$ cat config.mk
export PLATFORM = sky130hd
export DESIGN_NAME = prio_encoder_hs
export DESIGN_NICKNAME = d
export VERILOG_FILES = /design/src/rtl/prio_encoder_hs.sv
export SDC_FILE = /design/constraint.sdc
export NUM_CORES = 1
export LEC_CHECK = 0
export CAP_MARGIN = 40
export CORE_MARGIN = 2
export CORE_UTILIZATION = 40
export CTS_BUF_LIST = sky130_fd_sc_hd__clkbuf_8
export DETAILED_ROUTE_END_ITERATION = 10
export MAX_ROUTING_LAYER = met4
export PLACE_DENSITY = 0.77
export SLEW_MARGIN = 25
export SYNTH_ARGS = -nofsm -noshare
export SYNTH_HDL_FRONTEND = slang
export SYNTH_SLANG_ARGS = --single-unit
$ cat constraint.sdc
create_clock -name clk -period 1.7 [get_ports clk]
set_input_delay 0.34 -clock clk [delete_from_list [all_inputs] [get_ports clk]]
set_output_delay 0.34 -clock clk [all_outputs]
set_load 0.01 [all_outputs]
$ cat src/rtl/prio_encoder_hs.sv
`default_nettype none
// ============================================================================
//  Module      : prio_encoder_hs
//  Description : Registered priority encoder with sticky pending requests,
//                per-line masking, fixed or round-robin selection and a
//                valid/ready output handshake.
//  Revision    : 1.0  initial release
// ============================================================================
module prio_encoder_hs #(
    parameter int WIDTH = 8,
    parameter int EDGE  = 1,
    parameter int RR    = 0,
    localparam int IDX_W = $clog2(WIDTH)
) (
    input  logic             clk,
    input  logic             rst,
    input  logic [WIDTH-1:0] req,
    input  logic [WIDTH-1:0] mask,
    output logic             out_valid,
    output logic [IDX_W-1:0] out_idx,
    input  logic             out_ready,
    output logic             none,
    output logic [WIDTH-1:0] pend
);

    localparam logic [WIDTH-1:0] c_one = WIDTH'(1);

    typedef enum logic [0:0] {
        S_IDLE    = 1'b0,
        S_PRESENT = 1'b1
    } state_t;

    state_t           r_state;
    state_t           w_state_nx;
    logic [WIDTH-1:0] r_req_q;
    logic [WIDTH-1:0] r_pend;
    logic [WIDTH-1:0] w_set;
    logic [WIDTH-1:0] w_clr;
    logic [WIDTH-1:0] w_elig;
    logic [IDX_W-1:0] r_idx;
    logic [IDX_W-1:0] w_idx_nx;
    logic [IDX_W-1:0] r_rr_ptr;
    logic [IDX_W-1:0] w_base;
    logic [IDX_W-1:0] w_sel;
    logic             w_hs;
    logic             w_any;

    assign w_hs   = (r_state == S_PRESENT) && out_ready;
    assign w_set  = (EDGE != 0) ? (req & ~r_req_q) : req;
    assign w_clr  = w_hs ? (c_one << r_idx) : '0;
    assign w_elig = r_pend & ~mask & ~w_clr;
    assign w_any  = |w_elig;
    assign w_base = (RR != 0) ? r_rr_ptr : '0;

    // Walk from lowest to highest priority so the last hit is the winner.
    // Rank 0 (highest) is index base-1, wrapping down to base itself.
    always_comb begin
        int j;
        j     = 0;
        w_sel = '0;
        for (int i = WIDTH - 1; i >= 0; i--) begin
            j = (int'(w_base) + 2 * WIDTH - 1 - i) % WIDTH;
            if (w_elig[IDX_W'(j)]) begin
                w_sel = IDX_W'(j);
            end
        end
    end

    always_comb begin
        w_state_nx = r_state;
        w_idx_nx   = r_idx;
        case (r_state)
            S_IDLE: begin
                if (w_any) begin
                    w_state_nx = S_PRESENT;
                    w_idx_nx   = w_sel;
                end
            end
            S_PRESENT: begin
                if (w_hs) begin
                    if (w_any) begin
                        w_idx_nx = w_sel;
                    end else begin
                        w_state_nx = S_IDLE;
                    end
                end
            end
            default: w_state_nx = S_IDLE;
        endcase
    end

    always_ff @(posedge clk or posedge rst) begin
        if (rst) begin
            r_state  <= S_IDLE;
            r_idx    <= '0;
            r_req_q  <= '0;
            r_pend   <= '0;
            r_rr_ptr <= '0;
        end else begin
            r_state <= w_state_nx;
            r_idx   <= w_idx_nx;
            r_req_q <= req;
            // Set is OR'd after the clear so a same-edge re-request survives.
            r_pend  <= (r_pend & ~w_clr) | w_set;
            if (w_hs && (RR != 0)) begin
                r_rr_ptr <= r_idx;
            end
        end
    end

    assign out_valid = (r_state == S_PRESENT);
    assign out_idx   = r_idx;
    assign pend      = r_pend;
    assign none      = ~out_valid & ~|(r_pend & ~mask);

endmodule
`default_nettype wire

**Word level (Yosys, flattened, before mapping)**

Index checks and enable logic that the tools add are counted.

- Input port bits: 19
- Output and inout port bits: 13
- Register bits after elaboration: 20
- Word-level logic and storage cells: 30

- Bitwise logic cells: 10
- Eq/ne operators: 1
- Mux-type cells: 10
- Shifts and indexed selects: 1
- Reductions and logical operators: 4

Operators by type and width:

| cell | number |
|---|---|
| bitwise AND 8 bit | 4 |
| inverter 8 bit | 3 |
| OR reduction 8 bit | 2 |
| two-way mux 8 bit | 1 |
| OR 8 bit | 1 |
| << shifter 1 x 3 -> 8 bit (first input constant) | 1 |
| two-way mux 3 bit | 2 |
| one-hot mux 3 bit (2 select lines) | 1 |
| two-way mux 2 bit | 2 |
| two-way mux 1 bit | 3 |
| != test 2 x 1 -> 1 bit (second input constant) | 1 |
| one-hot mux 1 bit (2 select lines) | 1 |
| bitwise AND 1 bit | 1 |
| logical AND 1 bit | 1 |
| zero test 1 bit | 1 |
| inverter 1 bit | 1 |

**Longest topological paths before layout**

- Depth after elaboration: 10
- Depth in mapped cells: 4

**Least setup slack after synthesis**

Ideal clock, no wire load.

- Path kind: register to register
- Start: reg r_idx[0], in the netlist out_idx[0]
- End: reg r_idx[0], in the netlist out_idx[0]
- Data arrival time: 1.620 ns
- Library setup time: 0.128 ns
- Setup slack: -0.048 ns
- Cell stages (with the launch flop): 5
- Cell sequence: dfrtp_1 -> nand4b_2 -> a32o_2 -> o41ai_4 -> mux2_1

- Longest elaborated chain between the ends: 10

Ends and longest elaborated chain:

| item | line | RTL |
|---|---|---|
| from (decl) | 40 | `logic [IDX_W-1:0] r_idx;` |
| from (signal assigned) | 101 | `r_idx <= w_idx_nx;` |
| << shifter 1 x 3 -> 8 bit | 50 | `assign w_clr = w_hs ? (c_one << r_idx) : '0;` |
| two-way mux 8 bit | 50 |  |
| inverter 8 bit | 51 | `assign w_elig = r_pend & ~mask & ~w_clr;` |
| bitwise AND 8 bit | 51 |  |
| two-way mux 1 bit | 63 | `if (w_elig[IDX_W'(j)]) begin` |
| two-way mux 2 bit (2 in a row) | 63 |  |
| two-way mux 3 bit (*) | 74, 81 |  |
| two-way mux 3 bit | 80 | `if (w_hs) begin` |
| one-hot mux 3 bit (2 select lines) (*) | 72 | `case (r_state)` |

Every way passes the cells marked *; elsewhere a longest branch is shown, timed or not. The select of a mux whose other input is x is not followed.
A chain may end at the register's enable or synchronous reset.

**Worst setup path after layout**

- Start: in mask[7]
- End: reg r_idx[0], in the netlist out_idx[0]

- Longest elaborated chain between the ends: 7

Ends and longest elaborated chain:

| item | line | RTL |
|---|---|---|
| from (decl) | 18 | `input logic [WIDTH-1:0] mask,` |
| inverter 8 bit (*) | 51 |  |
| bitwise AND 8 bit (*) (2 in a row) | 51 |  |
| OR reduction 8 bit (*) | 52 | `assign w_any = \|w_elig;` |
| two-way mux 3 bit (*) | - |  |
| two-way mux 3 bit | - |  |
| one-hot mux 3 bit (2 select lines) (*) | - |  |

Marked as above.

==> results.ini <==
[logic_synthesis]
synth_nets=89
seq_area_frac_synth_pct=57.58
syn_area_um2=825.8
yosysWarningCount=0
synth-edff-count=0
synth_largest_area_cell=dfrtp_1
yosys.cell_types.count=26
synthArstFlopShare_pct=100.0
netlist.area_leader.share_pct=57.58
synth_flop_cell=dfrtp_1
synth_most_common_cell=dfrtp_1
synth.avg_cell_area_um2=11.80
syn_inst=70
synth_area_leaders=dfrtp_1 58%, inv_1 5.0%, o21ai_0 3.6%, o41ai_4 3.3%, o2111ai_4 3.2%
synth-seq-cells=19
synthTopCellsByCount=19 x dfrtp_1, 11 x inv_1, 6 x o21ai_0

[sta]
rsz0062_at_grt=yes
fmax_ghz=0.5813
fin_crit_ns=1.720
finalSetupTns_ns=-0.02027
hold_ws_ns=0.4133
hold_viol_final=0
fin_skew_ns=0.005039
setup_ws_ns=-0.02027
drv_slew=0
fin_crit_sh_pct=101.2
setup_viol_count_final=1

[grt]
met3_usage_pct=4.601
grtUsageMet2_pct=28.60
grt_overflow=0
top_usage_layer=met2
grt_pass1_wl_mm=3.263
use_met1_pct=21.58
grtUsageTotal_pct=18.51
grt_max_degree=20
grt_pass1_vias=741
antenna_found_initial=1

[placement]
place.gp.congestion=0.8289
port_buffers=30
placed_area_um2=1308
preCtsSetupSlack_ns=-0.5838
dp_hpwl_mm=1.494

[setup_path]
crit_arrival_ns=1.86
crit_slowest_cell=clkdlybuf4s50_1
crit_chain=clkdlybuf4s50_1 > o2111ai_4 > buf_6 > o41ai_4 > mux2_4
crit_path_end_kind=register
slowest_delay_ns=0.50
startpoint_type=input port
crit_required_ns=1.84
critical_path_class=in -> reg
critPathMaxFanout=2

[finish]
nets=143
fillCellCount=136
final_area_um2=1391
drive_gt1_share_pct=32.52
area_growth_pct=68.48

[status]
violations=negative setup slack
status=finished, violations left

[run]
drv_cap=0

[pwr]
p_switching_w=0.0003941
clockPowerShare_pct=21.6
swShare_pct=28.75
p_comb_share_pct=36.4
power_density_nw_per_um2=985.3
seq_power_share_pct=42.0
irDropWorstVdd_mv=0.6079
p_leak_nw=0.6589
internal_power_w=0.0009767

[floorplan]
core_area_um2=1962
rows=16
pin_count=32
dieArea_um2=2444
start_util_pct=42.09
die_height_um=49.44
die_w_um=49.44

[drt]
first_pass_iters=4
drcViolationCount=0
drtAntennaViolNets=0
drt-vias-per-instance=4.742
drtIter0Drc=7
wirelength_mm=1.978
num_vias=716
avgRoutedWirePerCell_um=13.10

[clocking]
clkTransAtPathRegs_ns=0.07
cts_tree=yes
clk_latency_ns=0.25
numCtsBuffers=3
clock-root-buffer=clkbuf_8
hold_buffers=0
clock_path_buffers=2
cts_sinks=19
cts_max_level=1

[hold_path]
hold_path.class=in -> async

## registers in the layout (all words and copies together) (netlist names)
register,cells
r_req_q,8
out_idx,2
pend,8
out_valid,1
## cell usage in the layout (no fill, tap or decap)
cell             synthesis  layout
a21o_1                   3       3
a21oi_1                  1       1
a22o_1                   2       2
a31oi_1                  1       1
a32o_2                   1       1
and2b_2                  1       1
buf_2                    0       1
buf_4                    1      19
buf_6                    0       1
clkbuf_8                 0       3
clkdlybuf4s50_1          0      21
conb_1                   1       1
dfrtp_1                 19      16
dfrtp_2                  0       3
diode_2                  0       1
dlygate4sd2_1            0       6
dlymetal6s2s_1           0       2
inv_1                   11      12
mux2_4                   0       1
nand2_1                  5       4
nand2_2                  0       1
nand2b_4                 0       2
nand3_1                  2       2
nand4_1                  1       1
nand4b_4                 0       1
nor2_1                   1       1
nor4_1                   1       1
nor4b_2                  0       1
o2111ai_4                1       1
o21ai_0                  6       6
o21ba_2                  1       1
o31ai_1                  1       1
o41ai_4                  1       1
or2b_1                   2       2
or2b_4                   0       2
## cell type report
cell class / count / area, µm² / share of cell area, %
multi-input cells: 39 / 342.8 / 24.64
clock inverters: 1 / 3.754 / 0.2698
clock buffers: 3 / 41.29 / 2.968
repair buffers: 50 / 446.7 / 32.10
inverters: 11 / 41.29 / 2.968
well taps: 27 / 33.78 / 2.428
diodes: 1 / 2.502 / 0.1799
flip-flops and latches: 19 / 479.2 / 34.44
## critical path, delay by kind of cell
kind | cells | cell delay (ns)
buf+inv | 2 | 0.65
compound gates | 2 | 0.53
mux | 1 | 0.33
## timing repair
item	4_1_cts	5_1_grt
gates resized for setup	19	2
buffers inserted	0	1
pin swaps	5	0
setup endpoints to repair	3	5
## power by group through the flow
stage	Combinational, W	Sequential, W	Clock [W]
after detailed placement	0.000482	0.000575	0
after global placement	0.000473	0.000568	0
after floorplan	0.000157	0.000603	0
final	0.000499	0.000576	0.000296
after CTS	0.000505	0.000575	0.000310
after global routing	0.000537	0.000582	0.000333
## layer usage
metal	up-vias	part of all wire, %
met2	26	49
li1	346	-
met3	4	7.3
met4	0	2.8
met1	340	41
met5	-	0
## stage by stage
stage               util [%]  total power [W]  instances
floorplan                  -        0.0007601         70
global placement       66.65         0.001041        145
detailed placement     66.65         0.001057        145
CTS                    70.15         0.001390        149
global route           70.92         0.001452        151
finish                 70.92         0.001371        151
## cells by family after synthesis
group / count (synthesis) / share of synthesized area [%]
buffers and inverters: 12 / 5.909
flip-flops: 19 / 57.58
AND/OR/NAND/NOR: 19 / 14.85
other: 1 / 0.4541
multiplexers: 1 / 1.364
AO/OA/AOI/OAI: 18 / 19.85
## path summary, 6_finish.rpt
path / startpoint / endpoint / slack (ns) / cells after the start
worst max-delay path: mask[7] / out_idx[0] / -0.02 / 5
worst min-delay path: rst / r_req_q[3] / 0.41 / 3
worst max register to register: pend[4] / out_idx[0] / -0.01 / 5
worst min register to register: r_req_q[7] / pend[7] / 0.42 / 1
max in group asynchronous: rst / out_idx[1] / 1.07 / 3
min in group clk: r_req_q[7] / pend[7] / 0.42 / 1
(Power assumes the default switching activity.)
